**config.mk**
```make
export PLATFORM = sky130hd
export DESIGN_NAME = boot_select
export DESIGN_NICKNAME = d
export VERILOG_FILES = /design/src/rtl/boot_pkg.sv /design/src/rtl/button_debounce.sv /design/src/rtl/boot_select.sv
export SDC_FILE = /design/constraint.sdc
export NUM_CORES = 1
export LEC_CHECK = 0
export CORE_MARGIN = 1.5
export CORE_UTILIZATION = 40
export DETAILED_ROUTE_END_ITERATION = 10
export PLACE_DENSITY_LB_ADDON = 0.08
export SETUP_SLACK_MARGIN = 0.2
export SKIP_CTS_REPAIR_TIMING = 1
export SLEW_MARGIN = 5
export SYNTH_ARGS = -nofsm -noshare
export SYNTH_HDL_FRONTEND = slang
export SYNTH_SLANG_ARGS = --single-unit
export TNS_END_PERCENT = 30
```
**constraint.sdc**
```tcl
create_clock -name pin_clk -period 1.9 [get_ports pin_clk]
set_clock_uncertainty 0.1 [all_clocks]
set_input_delay 0.38 -clock pin_clk [delete_from_list [all_inputs] [get_ports pin_clk]]
set_output_delay 0.38 -clock pin_clk [all_outputs]
set_load 0.1 [all_outputs]
```
**src/rtl/boot_pkg.sv**
```systemverilog
// Shared types and constants for the warm-boot selector.
// State encodings, image slots and the cold-boot image choice.
package boot_pkg;

  typedef enum logic [1:0] {
    ST_STARTUP = 2'd0,
    ST_IDLE    = 2'd1,
    ST_SETUP   = 2'd2,
    ST_BOOT    = 2'd3
  } state_t;

  localparam logic [1:0] IMG_SELF  = 2'd0;
  localparam logic [1:0] IMG_DFU   = 2'd1;
  localparam logic [1:0] IMG_APP   = 2'd2;
  localparam logic [1:0] IMG_SPARE = 2'd3;

  // A held button at power-up selects DFU, otherwise the application.
  function automatic logic [1:0] cold_image(input logic pressed);
    return pressed ? IMG_DFU : IMG_APP;
  endfunction

endpackage

```
**src/rtl/button_debounce.sv**
```systemverilog
// Two-flop synchronizer and debounce counter for the active-low button.
// button_pressed is 1 while the filtered button level is low.
module button_debounce #(
  parameter int DEBOUNCE_CYCLES = 1200
) (
  input  logic pin_clk,
  input  logic reset,
  input  logic pin_button,
  output logic button_pressed
);

  localparam int CW = $clog2(DEBOUNCE_CYCLES + 1);
  localparam logic [CW-1:0] CNT_LAST = CW'(DEBOUNCE_CYCLES - 1);

  logic          sync1;
  logic          sync2;
  logic          level;
  logic [CW-1:0] cnt;

  // Bring the asynchronous pin into the clock domain; idle level is released.
  always_ff @(posedge pin_clk) begin
    if (reset) begin
      sync1 <= 1'b1;
      sync2 <= 1'b1;
    end else begin
      sync1 <= pin_button;
      sync2 <= sync1;
    end
  end

  // Flip the filtered level only after a run of differing samples.
  always_ff @(posedge pin_clk) begin
    if (reset) begin
      level <= 1'b1;
      cnt   <= '0;
    end else if (sync2 == level) begin
      cnt   <= '0;
    end else if (cnt >= CNT_LAST) begin
      level <= sync2;
      cnt   <= '0;
    end else begin
      cnt   <= cnt + 1'b1;
    end
  end

  assign button_pressed = ~level;

endmodule

```
**src/rtl/boot_select.sv**
```systemverilog
// Warm-boot image selector driving SB_WARMBOOT S1/S0/BOOT.
// Cold-boot choice after startup, software requests and long-press DFU.
module boot_select
  import boot_pkg::*;
#(
  parameter int DEBOUNCE_CYCLES   = 1200,
  parameter int STARTUP_CYCLES    = 255,
  parameter int SETUP_CYCLES      = 4,
  parameter int LONG_PRESS_CYCLES = 12000000,
  parameter int AUTO_BOOT         = 1
) (
  input  logic       pin_clk,
  input  logic       reset,
  input  logic       pin_button,
  input  logic       req_valid,
  input  logic [1:0] req_image,
  output logic       req_ready,
  output logic       button_pressed,
  output logic       warm_s1,
  output logic       warm_s0,
  output logic       warm_boot,
  output logic       busy
);

  localparam int STW = $clog2(STARTUP_CYCLES + 1);
  localparam int SUW = $clog2(SETUP_CYCLES + 1);
  localparam int LPW = $clog2(LONG_PRESS_CYCLES + 1);

  localparam logic [STW-1:0] ST_LOAD = STW'(STARTUP_CYCLES);
  localparam logic [SUW-1:0] SU_LAST = SUW'(SETUP_CYCLES - 1);
  localparam logic [LPW-1:0] LP_MAX  = LPW'(LONG_PRESS_CYCLES);

  state_t         state;
  state_t         state_nx;
  logic [STW-1:0] st_cnt;
  logic [SUW-1:0] su_cnt;
  logic [LPW-1:0] lp_cnt;
  logic [1:0]     img_sel;
  logic           handshake;
  logic           lp_hit;
  logic           enter_setup;

  button_debounce #(
    .DEBOUNCE_CYCLES(DEBOUNCE_CYCLES)
  ) u_debounce (
    .pin_clk       (pin_clk),
    .reset         (reset),
    .pin_button    (pin_button),
    .button_pressed(button_pressed)
  );

  assign handshake   = req_valid && req_ready;
  assign lp_hit      = (lp_cnt == LP_MAX);
  assign enter_setup = (state != ST_SETUP) && (state_nx == ST_SETUP);

  // State register.
  always_ff @(posedge pin_clk) begin
    if (reset) state <= ST_STARTUP;
    else       state <= state_nx;
  end

  // Next state and the image that will be latched on entry to SETUP.
  always_comb begin
    state_nx = state;
    img_sel  = {warm_s1, warm_s0};
    unique case (state)
      ST_STARTUP: begin
        if (st_cnt == '0) begin
          if (AUTO_BOOT != 0) begin
            state_nx = ST_SETUP;
            img_sel  = cold_image(button_pressed);
          end else begin
            state_nx = ST_IDLE;
          end
        end
      end
      ST_IDLE: begin
        if (handshake) begin
          state_nx = ST_SETUP;
          img_sel  = req_image;
        end else if (lp_hit) begin
          state_nx = ST_SETUP;
          img_sel  = IMG_DFU;
        end
      end
      ST_SETUP: begin
        if (su_cnt == SU_LAST) state_nx = ST_BOOT;
      end
      ST_BOOT: begin
        state_nx = ST_BOOT;
      end
      default: state_nx = ST_STARTUP;
    endcase
  end

  // Handshake and status outputs decoded from the current state.
  always_comb begin
    req_ready = (state == ST_IDLE);
    busy      = (state != ST_IDLE);
  end

  // Saturating counters and the registered SB_WARMBOOT drive.
  always_ff @(posedge pin_clk) begin
    if (reset) begin
      st_cnt    <= ST_LOAD;
      su_cnt    <= '0;
      lp_cnt    <= '0;
      warm_s1   <= 1'b0;
      warm_s0   <= 1'b0;
      warm_boot <= 1'b0;
    end else begin
      if (state == ST_STARTUP && st_cnt != '0) st_cnt <= st_cnt - 1'b1;
      if (state == ST_SETUP && su_cnt != SU_LAST) su_cnt <= su_cnt + 1'b1;
      if (state != ST_IDLE || !button_pressed || handshake) begin
        lp_cnt <= '0;
      end else if (!lp_hit) begin
        lp_cnt <= lp_cnt + 1'b1;
      end
      if (enter_setup) begin
        warm_s1 <= img_sel[1];
        warm_s0 <= img_sel[0];
      end
      if (state_nx == ST_BOOT) warm_boot <= 1'b1;
    end
  end

endmodule

```
* Word-level counts from Yosys, hierarchy flattened
Cells that the tools add are included.
** Storage, ports and cells
- Bits in registers :: 54
- Bits of input ports :: 6
- Output and inout bits :: 6
- Logic and storage cells :: 55
** Cells by class
- Add/sub/neg operators :: 4
- $lt $le $gt $ge :: 1
- Equality and inequality tests :: 13
- Muxes and demuxes :: 10
- Bitwise gates (word level) :: 2
- Reductions and logical operators :: 14
** Operator list (number)
- $add 24x1->24 const B :: 1
- $eq 24x24->1 const B :: 1
- $mux 2 :: 8
- $add 11x1->11 const B :: 1
- $ge 11x11->1 const B :: 1
- $eq 2x2->1 const B :: 4
- $logic_not 8->1 :: 1
- $pmux 2 s4 :: 1
- $reduce_bool 8->1 :: 1
- $sub 8x1->8 const B :: 1
- $logic_and 1x1->1 :: 4
- $ne 2x2->1 const B :: 2
- $pmux 2 s2 :: 1
- $reduce_and 4->1 :: 1
- $add 3x1->3 const B :: 1
- $eq 3x2->1 const B :: 1
- $ne 3x1->1 const B :: 1
- $ne 3x2->1 const B :: 1
- $reduce_or 3->1 :: 1
- $eq 2x1->1 const B :: 1
- $logic_not 2->1 :: 1
- $logic_or 1x1->1 :: 2
- $ne 2x1->1 const B :: 1
- $not 1->1 :: 2
- 4 further kinds :: 4

* Logic depth before layout (Yosys ltp)
Gate-level depths: netlist (run 1).
- Depth in word-level cells :: 7
- Depth in mapped cells :: 7
- Depth with buffers taken out :: 7

* Cells and area by module
From an unflattened synthesis (run 1), not the netlist that was laid out.
** Second synthesis, totals
- Cells, all modules :: 297
- Area, all modules :: 2645.0 sq um
** By module, submodules not included
- boot_select :: instances 1, cells an instance 235, area an instance 2021.9 sq um, sequential area each 800.8 sq um
- button_debounce :: instances 1, cells an instance 62, area an instance 623.1 sq um, sequential area each 280.3 sq um

* Worst setup path after synthesis (run 1)
Ideal clock, no wire load.
- Path type :: register -> output
- From :: register state[1]
- To :: output req_ready
- Arrival time :: 1.916 ns
- Required time :: 1.420 ns
- Setup slack :: -0.496 ns
- Stages on the path, launching flop included :: 3
- Path buffers :: 0
- Path through :: dfxtp_1 -> nand2b_1 -> inv_1
** On the way
- Cells in the longest elaborated chain, start to end :: 1
** RTL lines
- start: declaration :: line boot_select.sv:33 : state_t state;
- start signal: assignment :: line boot_select.sv:59 : else state <= state_nx;
- $eq 2x1->1 :: line boot_select.sv:98 : req_ready = (state == ST_IDLE);
- end: declaration :: line boot_select.sv:17 : output logic req_ready,
Every way passes these cells.

* Worst setup path in the final report (run 1)
- From :: register lp_cnt[21]
- To :: register warm_s1
** On the way
- Cells in the longest elaborated chain, start to end :: 7
- Elaborated cells between the ends (all ways) :: 8
- Those cells by class :: 3 x eq/ne; 3 x mux; 2 x reduce/logical
** RTL lines
- start: declaration :: line boot_select.sv:37 : logic [LPW-1:0] lp_cnt;
- start signal: assignment :: line boot_select.sv:117 : lp_cnt <= lp_cnt + 1'b1;
- $eq 24x24->1 (*) :: line boot_select.sv:53 : assign lp_hit = (lp_cnt == LP_MAX);
- $mux 2 :: line boot_select.sv:81 : end else if (lp_hit) begin
- $mux 2 :: line boot_select.sv:78 : if (handshake) begin
- $pmux 2 s4 :: line boot_select.sv:66 : unique case (state)
- $eq 2x2->1 :: line boot_select.sv:54 : assign enter_setup = (state != ST_SETUP) && (state_nx == ST_SETUP);
- $logic_and 1x1->1 :: line boot_select.sv:54
- $reduce_and 4->1 (no line) (*)
- end signal: assignment :: line boot_select.sv:120 : warm_s1 <= img_sel[1];
- end: declaration :: line boot_select.sv:19 : output logic warm_s1,
Every way passes the cells marked *; elsewhere a longest branch is shown, timed or not.
A chain may end at the register's enable or synchronous reset.

==> flow_summary.toml, run 1 <==
[global_route]
grt.overflow.total = 0
grt_pass1_vias = 1710
grt_use_total_pct = 15.4
grt_pass1_wl_um = 7840
antenna_found_initial = 0
grt_max_degree = 25

[timing]
tightest_slew_ns = 0.362
slew_viol_final = 0
period_minus_slack_ns = 1.75
fin_ws_ns = 0.148
setup_viol = 0
fin_crit_sh_pct = 92.2
fmax_mhz = 571
whs_ns = 0.323
maxSlewHeadroom_pct = 75.8
tns_ns = 0
rsz0062_at_grt = "true"
hold_violations = 0

[power_and_ir_drop]
pwr-share-comb_pct = 2.4
vdd_drop_max_v = 0.000260
p_leak_nw = 1.05
powerDensity_mw_per_mm2 = 616
power_switching_w = 0.000380
p_int_w = 0.00144
power_frac_clock_pct = 34.7
swShare_pct = 20.8
pwr-share-seq_pct = 63.0

[worst_setup_path]
worstSetupPathType = "register to register"
endpoint_kind = "register"
startpoint = "lp_cnt[21]"
cp-start-kind = "register"
reg2reg_depth = 5
cp_max_fo = 3
r2r_start = "lp_cnt[21]"
crit_required_ns = 2.00
arrival_ns = 1.85

[cells_and_area]
area_growth_pct = 22.3
regArea_mm2 = 0.00109
n_antenna_cell = 0
fin_cells = 372
final_nets = 311
multi_input_area_mm2 = 0.00132
n_fill_cell = 607
fin_util_pct = 50.3
drive_above_1_share_pct = 20.9
final_cell_mix = "dfxtp_1, nor2_1, xor2_1"
layout_commonest_cell = "dfxtp_1"

[floorplan]
die_w_um = 80.8
die_area_mm2 = 0.00653
start_util_pct = 41.1
row_count = 28
fp.dieH_um = 80.8
coreArea_mm2 = 0.00589
num_io_pins = 12

[route]
post_drt_wl_per_cell_um = 12.3
drc_errors = 0
vias = 1832
vias_per_cell = 4.92
first_iter_violations = 76
ant_nets = 0
first_pass_iters = 4
routed_wl_um = 4590

[worst_hold_path]
hold_class = "register to register"
worstHoldStart = "u_debounce.sync1"
holdPathStages = 1

[clock_network]
cts_made_buffers = 5
cts_tree = "built"
clock_sinks = 54
cts.path.max_buffers = 2
clock_tree.root_cell = "clkbuf_8"
h-tree-depth = 2
clk_pin_slew_ns = 0.09
clkLatencyLatePin_ns = 0.30

[logic_synthesis]
synth.area.top_cells = "dfxtp_1, xor2_1, nor2_1, nand3_1, xnor2_1"
synth_edf_count = 0
syn_avg_cell_area_um2 = 9.00
syn-cell-area_mm2 = 0.00242
synth_nets = 282
yosys_register_bits = 54
synth_ff_type = "dfxtp_1"
synth_top_area_share_pct = 44.7
ys_seq_area_share_pct = 44.7
ys_async_sr_fraction_pct = 0
ys_types = 36
syn_inst = 269
yosys.area.top_type = "dfxtp_1"
yosys_warnings = 0

[placement]
dp_cells = 363
portBuffers = 11
globalplace.congestion = 0.761
preCtsSetupSlack_ns = 0.0823
dp_hpwl_um = 3240

[run]
max-cap-violations = 0

[outcome]
outcome = "finished, final reports clean"
## layer usage
layer  GRT usage, %  vias up  wire length (um)
li1               -      956                 -
met1           22.1      849              2510
met2           22.3       21              1890
met3           3.48        6               132
met4           5.69        0                59
met5              0        -                 0
## stage by stage
stage	instance area, um2	power [W]
after global placement	2800	0.00122
final	2960	0.00182
after floorplan	2440	0.00120
after CTS	2890	0.00186
after detailed placement	2800	0.00122
after global routing	2960	0.00191
## worst paths after layout
kind	end	slack (ns)
setup reg to reg	warm_s1	0.15
hold / removal	u_debounce.sync2	0.32
hold reg to reg	u_debounce.sync2	0.32
setup / recovery	warm_s1	0.15
## cell usage after synthesis, types with 5 or more instances
library cell	number
nand2_1	19
a21oi_1	7
ha_1	7
nand4_1	7
and3_1	7
dfxtp_1	54
inv_1	12
clkbuf_1	5
xnor2_1	11
nor2_1	46
xor2_1	28
nand3_1	21
## cells by family after synthesis
family / count (synthesis) / synth area share [%]
muxes: 4 / 1.86
AOI/OAI and AO/OA: 20 / 5.84
DFF: 54 / 44.7
buffers and inverters: 20 / 3.26
adders and majority gates: 7 / 3.62
and+or+nand+nor: 125 / 26.7
xor gates and xnor gates: 39 / 14.1
## sequential cells by signal (all words and copies together), names as in the netlist, 2 cells and up
register        cells
u_debounce.cnt     11
lp_cnt             24
state               2
su_cnt              3
st_cnt              8
## layout make-up
type,count,area share (%)
Timing Repair Buffer,30,11.0
Sequential cell,54,36.7
Inverter,12,1.78
Clock buffer,6,2.79
Tap cell,75,3.17
Multi-Input combinational cell,195,44.6
## power groups by stage
stage	clock network, W	logic (W)	registers [W]
final	0.000632	0.0000430	0.00115
after detailed placement	0	0.0000435	0.00117
after floorplan	0	0.0000235	0.00117
after global placement	0	0.0000434	0.00117
after CTS	0.000665	0.0000438	0.00115
after global routing	0.000707	0.0000500	0.00115
## worst max-delay path, stage by stage, from the launching register on
cell     delay, ns
dfxtp_2       0.36
nand4_1       0.13
or4_4         0.47
o21ai_4       0.19
nand2_2       0.09
mux2_4        0.30
Note: power is estimated with default switching activity, not from simulation.
==> inputs of run 2 (changes only) <==
--- a/config.mk
+++ b/config.mk
@@ -9,7 +9,7 @@
 export CORE_UTILIZATION = 40
 export DETAILED_ROUTE_END_ITERATION = 10
 export PLACE_DENSITY_LB_ADDON = 0.08
-export SETUP_SLACK_MARGIN = 0.2
+export SETUP_SLACK_MARGIN = 0.02
 export SKIP_CTS_REPAIR_TIMING = 1
 export SLEW_MARGIN = 5
 export SYNTH_ARGS = -nofsm -noshare
==> run 2 against run 1 <==
- global-route usage decreased by 0.40 points
- critical path depth is the same
- final cell count down 0.54%
- power is 1.9% higher
- largest power group unchanged
- hold slack improved by 0.012 ns
- non-clock buffer count is 4 lower
- combinational power is 1% lower
- maximum frequency fell by 1.9%
- die area unchanged
- sequential share of layout area increased by 0.68 points
- register-to-register slack got worse by 0.03 ns
- routed wire length is 4.1% lower
==> flow_summary.toml, run 2 (synthesis results as in run 1) <==
[worst_setup_path]
crit_required_ns = 2.00
endpoint_kind = "register"
cp_max_fo = 4
worstSetupPathType = "register to register"
arrival_ns = 1.89
cp-start-kind = "register"

[global_route]
grt.overflow.total = 0
grt_max_degree = 25
antenna_found_initial = 0
grt_pass1_vias = 1648
grt_pass1_wl_um = 7560
grt_use_total_pct = 15.0

[cells_and_area]
layout_commonest_cell = "dfxtp_1"
largest_reg_flops = 24
n_antenna_cell = 0
final_nets = 307
fin_area_mm2 = 0.00289
reg_top3 = "lp_cnt: 24 flops, u_debounce.cnt: 11 flops, st_cnt: 8 flops"
regMostFlops = "lp_cnt"
fin_util_pct = 49.1
area_growth_pct = 19.5
drive_above_1_share_pct = 15.9
final_cell_mix = "dfxtp_1, nor2_1, xor2_1"

[timing]
fmax_mhz = 560
rsz0062_at_grt = "true"
maxSlewHeadroom_pct = 77.2
period_minus_slack_ns = 1.79
setup_viol = 0
hold_violations = 0
tightest_slew_ns = 0.339
whs_ns = 0.335
fin_crit_sh_pct = 94.0
slew_viol_final = 0

[power_and_ir_drop]
power_frac_clock_pct = 36.0
p_int_w = 0.00143
power_switching_w = 0.000431
vdd_drop_max_v = 0.000294
pwr-share-seq_pct = 61.7
power.total_w = 0.00186
pwr-share-comb_pct = 2.3
powerDensity_mw_per_mm2 = 643
swShare_pct = 23.2
p_leak_nw = 1.03

[clock_network]
cts.path.max_buffers = 2
h-tree-depth = 2
clkLatencyLatePin_ns = 0.31
clock_sinks = 54
cts_made_buffers = 5
clk_pin_slew_ns = 0.11
cts_tree = "built"
clock_tree.root_cell = "clkbuf_8"

[floorplan]
coreArea_mm2 = 0.00589
row_count = 28
num_io_pins = 12
die_w_um = 80.8
start_util_pct = 41.1
die_area_mm2 = 0.00653
fp.dieH_um = 80.8

[route]
drc_errors = 0
post_drt_wl_per_cell_um = 11.9
first_iter_violations = 70
routed_wl_um = 4400
vias_per_cell = 4.89
ant_nets = 0
vias = 1808
first_pass_iters = 4

[run]
max-cap-violations = 0

[placement]
place_area_mm2 = 0.00278
portBuffers = 11
globalplace.congestion = 0.721
dp_hpwl_um = 3100

[outcome]
outcome = "finished, final reports clean"

[worst_hold_path]
hold_class = "register to register"
-- run 2: cell types whose count changed in the layout (fill, tap and decap cells not counted), moves of 2 or more --
| cell | before | now |
|---|---|---|
| dfxtp_1 | 50 | 54 |
| nor4_2 | 2 | 0 |
| buf_4 | 18 | 14 |
| ha_2 | 2 | 0 |
| nor4_1 | 0 | 2 |
| dfxtp_2 | 4 | 0 |
| inv_1 | 9 | 11 |
| ha_1 | 5 | 7 |
-- run 2: final cells by class --
class	instances	area (um2)
clock buffers	5	68.8
clock inverters	3	25.0
fillers	579	2990
inverters	12	48.8
multi-input cells	195	1280
flip-flops and latches	54	1080
well taps	75	93.8
repair buffers	26	295
-- run 2: power groups by stage --
stage | sequential (W) | combinational (W) | clock, W
2_1_floorplan | 0.00117 | 0.0000233 | 0
3_3_place_gp | 0.00117 | 0.0000433 | 0
3_5_place_dp | 0.00117 | 0.0000435 | 0
4_1_cts | 0.00115 | 0.0000437 | 0.000691
5_1_grt | 0.00115 | 0.0000481 | 0.000745
6_report | 0.00115 | 0.0000425 | 0.000669
-- run 2: worst paths after layout --
path / depth (start not counted) / end / slack [ns] / startpoint
setup / recovery: 5 / warm_s1 / 0.11 / lp_cnt[9]
hold / removal: 1 / u_debounce.sync2 / 0.33 / u_debounce.sync1
setup reg to reg: 5 / warm_s1 / 0.11 / lp_cnt[9]
hold reg to reg: 1 / u_debounce.sync2 / 0.33 / u_debounce.sync1
-- run 2: per-stage QoR --
| step | setup TNS (ns) | std cells | setup WS (ns) |
|---|---|---|---|
| finish | 0 | 370 | 0.114 |
| global route | 0 | 370 | 0.000702 |
| floorplan | 0 | 269 | 0.139 |
| global placement | 0 | 361 | 0.0540 |
| CTS | -0.0217 | 369 | -0.0217 |
| detailed placement | -0.0150 | 361 | -0.0150 |
-- run 2: routing by layer --
layer	vias to the layer above	wire, um	global-route usage [%]
li1	954	-	-
met1	835	2370	21.7
met2	13	1860	21.6
met3	6	106	3.71
met4	0	63	5.17
met5	-	0	0
-- run 2: worst max-delay path, stage by stage, from the launching register on --
cell and delay, ns:
dfxtp_1 0.40, nand4_1 0.13, or4_4 0.46, o21ai_4 0.19, nand2_2 0.09, mux2_4 0.30
